`src/rtl/gpio_irq_pkg.sv`:
```
// Shared constants for the GPIO interrupt front-end: bus field positions,
// register indices and the debounce counter sizing helper.
package gpio_irq_pkg;

  // Peripheral data bus geometry: 32-bit data, 4 byte strobes, word index in [3:2].
  localparam int X1  = 31;
  localparam int WS  = 3;
  localparam int XRU = 3;
  localparam int XRL = 2;

  typedef enum logic [1:0] {
    GPIO_IRQ_PEND = 2'd0,
    GPIO_IRQ_EN   = 2'd1,
    GPIO_IRQ_RISE = 2'd2,
    GPIO_IRQ_FALL = 2'd3
  } gpio_irq_reg_e;

  // Counter must hold 0..DB_CYCLES-1; never narrower than one bit.
  function automatic int db_cnt_width(input int db_cycles);
    return (db_cycles < 2) ? 1 : $clog2(db_cycles + 1);
  endfunction

endpackage

```
`src/rtl/gpio_sync_db.sv`:
```
// One pin: 2-FF synchroniser followed by a consecutive-cycle debounce filter.
// q_stable only changes after the synchronised level has disagreed for DB_CYCLES cycles.
module gpio_sync_db
  import gpio_irq_pkg::*;
#(
  parameter int DB_CYCLES = 16
) (
  input  logic clk,
  input  logic rstn,
  input  logic d,
  output logic q_stable
);

  logic s1;
  logic s2;

  // NOTE: sequential state uses non-blocking assignments so every flop samples
  // the pre-edge value of its neighbour; blocking here would collapse the 2-FF chain.
  always_ff @(posedge clk or negedge rstn) begin
    if (!rstn) begin
      s1 <= 1'b0;
      s2 <= 1'b0;
    end else begin
      s1 <= d;
      s2 <= s1;
    end
  end

  if (DB_CYCLES == 0) begin : g_bypass
    // Without a filter the second sync flop already is the accepted level,
    // which keeps pin-to-pending latency at two edges.
    assign q_stable = s2;
  end else begin : g_debounce
    localparam int CW = db_cnt_width(DB_CYCLES);
    localparam logic [CW-1:0] CNT_LAST = CW'(DB_CYCLES - 1);

    logic [CW-1:0] cnt;
    logic          stable;

    always_ff @(posedge clk or negedge rstn) begin
      if (!rstn) begin
        cnt    <= '0;
        stable <= 1'b0;
      end else if (s2 == stable) begin
        cnt <= '0;
      end else if (cnt == CNT_LAST) begin
        stable <= s2;
        cnt    <= '0;
      end else begin
        cnt <= cnt + 1'b1;
      end
    end

    assign q_stable = stable;
  end

endmodule

```
`src/rtl/gpio_irq.sv`:
```
// GPIO interrupt front-end: per-pin sync/debounce, edge detect into a W1C
// pending register, enable mask and a 4-word register file on the data bus.
module gpio_irq
  import gpio_irq_pkg::*;
#(
  parameter int N         = 8,
  parameter int DB_CYCLES = 16
) (
  input  logic          clk,
  input  logic          rstn,
  input  logic          dcs,
  input  logic          drd,
  input  logic          dwe,
  input  logic [WS:0]   dwst,
  input  logic [X1:0]   dadrs,
  input  logic [X1:0]   din,
  output logic [X1:0]   dout,
  output logic          irq,
  input  logic [N-1:0]  pin_in
);

  logic [N-1:0]  stable;
  logic [N-1:0]  prev;
  logic [N-1:0]  pend;
  logic [N-1:0]  en;
  logic [N-1:0]  rise;
  logic [N-1:0]  fall;

  gpio_irq_reg_e reg_idx;
  logic          cs;
  logic          wr_en;
  logic [N-1:0]  w1c;
  logic [N-1:0]  edge_ev;
  logic [X1:0]   rd_data;

  for (genvar i = 0; i < N; i++) begin : g_pin
    gpio_sync_db #(
      .DB_CYCLES (DB_CYCLES)
    ) u_sync_db (
      .clk      (clk),
      .rstn     (rstn),
      .d        (pin_in[i]),
      .q_stable (stable[i])
    );
  end

  assign reg_idx = gpio_irq_reg_e'(dadrs[XRU:XRL]);
  assign cs      = dcs & (drd | dwe);
  assign wr_en   = dcs & dwe & dwst[0];
  assign w1c     = (wr_en && reg_idx == GPIO_IRQ_PEND) ? din[N-1:0] : '0;
  assign edge_ev = (stable & ~prev & rise) | (~stable & prev & fall);

  // NOTE: every always_comb target gets a default before the case, so no
  // path leaves it unassigned and no latch is inferred.
  always_comb begin
    rd_data = '0;
    unique case (reg_idx)
      GPIO_IRQ_PEND: rd_data[N-1:0] = pend;
      GPIO_IRQ_EN:   rd_data[N-1:0] = en;
      GPIO_IRQ_RISE: rd_data[N-1:0] = rise;
      GPIO_IRQ_FALL: rd_data[N-1:0] = fall;
      default:       rd_data = '0;
    endcase
  end

  // Events are OR-ed in after the clear mask, so a fresh edge survives a
  // simultaneous W1C of the same bit.
  always_ff @(posedge clk or negedge rstn) begin
    if (!rstn) begin
      prev <= '0;
      pend <= '0;
      en   <= '0;
      rise <= '0;
      fall <= '0;
      dout <= '0;
    end else begin
      prev <= stable;
      pend <= (pend & ~w1c) | edge_ev;
      if (wr_en) begin
        unique case (reg_idx)
          GPIO_IRQ_EN:   en   <= din[N-1:0];
          GPIO_IRQ_RISE: rise <= din[N-1:0];
          GPIO_IRQ_FALL: fall <= din[N-1:0];
          default:       ;
        endcase
      end
      if (cs) begin
        dout <= rd_data;
      end
    end
  end

  assign irq = |(pend & en);

  // Address bits outside the word index, upper data bits and upper strobes
  // carry no meaning for this block.
  logic unused_bus;
  assign unused_bus = &{1'b0, dadrs[X1:XRU+1], dadrs[XRL-1:0], din[X1:N], dwst[WS:1]};

endmodule

```
`config.mk`:
```
export PLATFORM = sky130hd
export DESIGN_NAME = gpio_irq
export DESIGN_NICKNAME = d
export VERILOG_FILES = /design/src/rtl/gpio_irq_pkg.sv /design/src/rtl/gpio_sync_db.sv /design/src/rtl/gpio_irq.sv
export SDC_FILE = /design/constraint.sdc
export NUM_CORES = 1
export LEC_CHECK = 0
export BUFFER_PORTS_ARGS = -buffer_cell sky130_fd_sc_hd__buf_2
export CORE_MARGIN = 1.5
export CORE_UTILIZATION = 53
export DETAILED_ROUTE_END_ITERATION = 7
export HOLD_SLACK_MARGIN = 0.02
export PLACE_DENSITY = 0.75
export SLEW_MARGIN = 20
export SYNTH_ARGS = -nofsm -noshare
export SYNTH_HDL_FRONTEND = slang
export SYNTH_SLANG_ARGS = --single-unit
```
`constraint.sdc`:
```
create_clock -name clk -period 1.6 [get_ports clk]
set_clock_uncertainty 0.05 [all_clocks]
set_input_delay 0.08 -clock clk [delete_from_list [all_inputs] [get_ports clk]]
set_output_delay 0.08 -clock clk [all_outputs]
set_load 0.02 [all_outputs]
```
==> results.sh <==
export IMPL_status="complete, no violations"
export IMPL_maxCapViolCount=0
export IMPL_grt_pass1_vias=2681
export IMPL_wl_microns=7250
export IMPL_placed_cell_area_sq_um=4910
export IMPL_io_pins=114
export IMPL_period_needed_ps=1500
export IMPL_detailedPlace_worstSlack_ps=127
export IMPL_clock_sinks=112
export IMPL_synth_main_ff_cell="dfrtp_1"
export IMPL_final_setup_worst_slack_ps=103
export IMPL_grt_overflow=0
export IMPL_htreeDepth=3
export IMPL_power_leakage_uw=0.00262
export IMPL_fmax_ghz=0.668
export IMPL_core_sq_um=8640
export IMPL_layout_commonest_cell="dfrtp_1"
export IMPL_final_antenna_net_count=0
export IMPL_worstSetupEndpointType="output pin"
export IMPL_power_internal_uw=4110
export IMPL_vias=2685
export IMPL_ys_ff_latch=112
export IMPL_synth_area_top_cells="dfrtp_1 (60%), mux2_2 (9.4%), xor2_1 (4.5%), buf_4 (3.9%), mux4_2 (2.9%)"
export IMPL_die_w_microns=97.0
export IMPL_via_per_inst=5.14
export IMPL_gp_congestion=0.731
export IMPL_grt_pass1_wl_microns=12400
export IMPL_drt_iter0_markers=73
export IMPL_wl_per_cell_microns=13.9
export IMPL_cts_clk_slew_worst_paths_ps=100
export IMPL_gr_usage_all_layers_pct=16.8
export IMPL_worst_path_stages=3
export IMPL_yosysTopAreaCell="dfrtp_1"
export IMPL_p_per_area_nw_per_um2=1060
export IMPL_yosys_area_top_type_share_pct=59.9
export IMPL_tns_ps=0
export IMPL_cts_buffers=9
export IMPL_remaining_drc_errors=0
export IMPL_synthDistinctLibCells=28
export IMPL_dieArea_sq_um=9400
export IMPL_clk_latency_ps=370
export IMPL_nNetsFinal=498
export IMPL_area_growth_pct=12.5
export IMPL_ir_drop_mv=0.913
export IMPL_rows=34
export IMPL_final_seq_area_sq_um=2800
export IMPL_critPathMaxFanout=4
export IMPL_design_area_sq_um=5260
export IMPL_diodes=0
export IMPL_cts_root_buf="clkbuf_8"
export IMPL_mostFrequentLayoutCells="dfrtp_1 (112), mux2_2 (39), buf_2 (31)"
export IMPL_switching_share_pct=26.5
export IMPL_portBuffers=32
export IMPL_slew_viol_final=0
export IMPL_crit_path_cell_trace="a22oi_1 -> nand4_1 -> buf_2"
export IMPL_syn_inst=347
export IMPL_reg2reg_depth=2
export IMPL_clock_path_buffers=2
export IMPL_postCtsSetupBuffers=0
export IMPL_pwr_share_clk_pct=27.5
export IMPL_cts_resized=0
export IMPL_cp_arrival_ps=1370
export IMPL_slowest_stage="dfrtp_1"
export IMPL_start_util_pct=54.2
export IMPL_synth_warnings=0
export IMPL_comb_power_share_pct=13.7
export IMPL_drt_pass1_iterations=4
export IMPL_pwr_share_seq_pct=58.8
export IMPL_rsz0062_at_grt="false"
export IMPL_path_delay_family="flip-flops"
export IMPL_crit_required_ps=1470
export IMPL_synthArstFlopShare_pct=100
export IMPL_p_sw_uw=1480
export IMPL_finalHoldViolations=0
export IMPL_antenna_found_initial=0
export IMPL_finalSetupViolCount=0
export IMPL_hold_class="primary input to asynchronous set/reset pin"
export IMPL_max_stage_delay_ps=430
export IMPL_path_class="flop to output pin"
export IMPL_cts_tree="done"
export IMPL_path_buf_inv=1
export IMPL_syn_cell_area_sq_um=4680
export IMPL_grt_max_degree=43
export IMPL_drive_gt1_share_pct=24.6
export IMPL_cp_start_kind="flop"
export IMPL_die_y_microns=97.0
export IMPL_synth_edf_count=0
export IMPL_seq_area_frac_synth_pct=59.9
export IMPL_worst_hold_slack_ps=33.5
export IMPL_nFillCells=685
export IMPL_multi_input_area_sq_um=1710
export IMPL_avgSynthCellArea_sq_um=13.5
export IMPL_timing_final_crit_share_pct=93.5
export IMPL_dp_hpwl_microns=5120
export IMPL_utilization_pct=61.0
## metrics by stage
step	std cells	power, uW
6_report	522	5590
5_1_grt	522	5870
4_1_cts	522	5660
3_5_place_dp	489	4090
3_3_place_gp	489	4060
2_1_floorplan	370	3850
## area by class of cell
class | instances | share of cell area (%)
Clock buffer | 11 | 2.69
Sequential cell | 112 | 53.2
Tap cell | 108 | 2.57
Multi-Input combinational cell | 220 | 32.6
Inverter | 11 | 0.784
Timing Repair Buffer | 55 | 7.42
Clock inverter | 5 | 0.737
## power groups by stage
| stage | combinational (uW) | clock [uW] | sequential, uW |
|---|---|---|---|
| floorplan | 487 | 0 | 3360 |
| global placement | 724 | 0 | 3330 |
| detailed placement | 746 | 0 | 3350 |
| CTS | 781 | 1590 | 3290 |
| global route | 843 | 1710 | 3330 |
| finish | 765 | 1540 | 3290 |
## Yosys cell counts, drive strengths merged (4+ instances only)
cell type,number
dfrtp,112
mux2,40
nor2,27
buf,26
xor2,24
nand3,18
and2,13
inv,11
and3,9
nand3b,9
o21ai,9
a21o,8
ha,8
mux4,8
nand2,8
o221ai,8
a22oi,4
## flip-flops by register name, indices dropped and copies added (netlist names)
name / count
g_pin.u_sync_db.g_debounce.cnt: 40
dout: 8
en: 8
fall: 8
g_pin.u_sync_db.q_stable: 8
g_pin.u_sync_db.s1: 8
g_pin.u_sync_db.s2: 8
pend: 8
prev: 8
rise: 8
## worst register-to-register path, cell delays in order (launching register included)
cell,delay [ps]
dfrtp_1,400
mux4_1,500
mux2_2,270
## kinds of logic after synthesis
| group | after synthesis | synth area share [%] |
|---|---|---|
| XOR/XNOR | 24 | 4.49 |
| other | 1 | 0.0802 |
| AO/OA/AOI/OAI | 29 | 4.47 |
| flip-flops | 112 | 59.9 |
| AND/OR/NAND/NOR | 87 | 9.98 |
| multiplexers | 48 | 13.6 |
| buffers and inverters | 38 | 5.30 |
| adder cells (fa/ha/maj) | 8 | 2.14 |
## repair_timing
action                                  4_1_cts  5_1_grt
endpoints found under the hold margin       144        0
hold buffers                                 17        0
endpoints found under the setup margin        0        0
## layer usage
metal / GRT usage [%] / vias up / wire length (microns)
met1: 21.7 / 1348 / 3190
met2: 27.3 / 47 / 3660
met5: 0 / - / 0
met3: 4.91 / 9 / 282
met4: 6.02 / 0 / 116
li1: - / 1281 / -
## path summary, 6_finish.rpt
kind | from | end | slack [ps]
min in group clk | dcs | dout[6] | 90
worst max register to register | rise[0] | dout[0] | 270
worst min-delay path | rstn | g_pin[2].u_sync_db.g_debounce.cnt[4] | 30
max in group asynchronous | rstn | g_pin[4].u_sync_db.g_debounce.cnt[0] | 860
worst max-delay path | pend[5] | irq | 100
worst min register to register | g_pin[3].u_sync_db.s1 | g_pin[3].u_sync_db.s2 | 310
(Power assumes the default switching activity.)
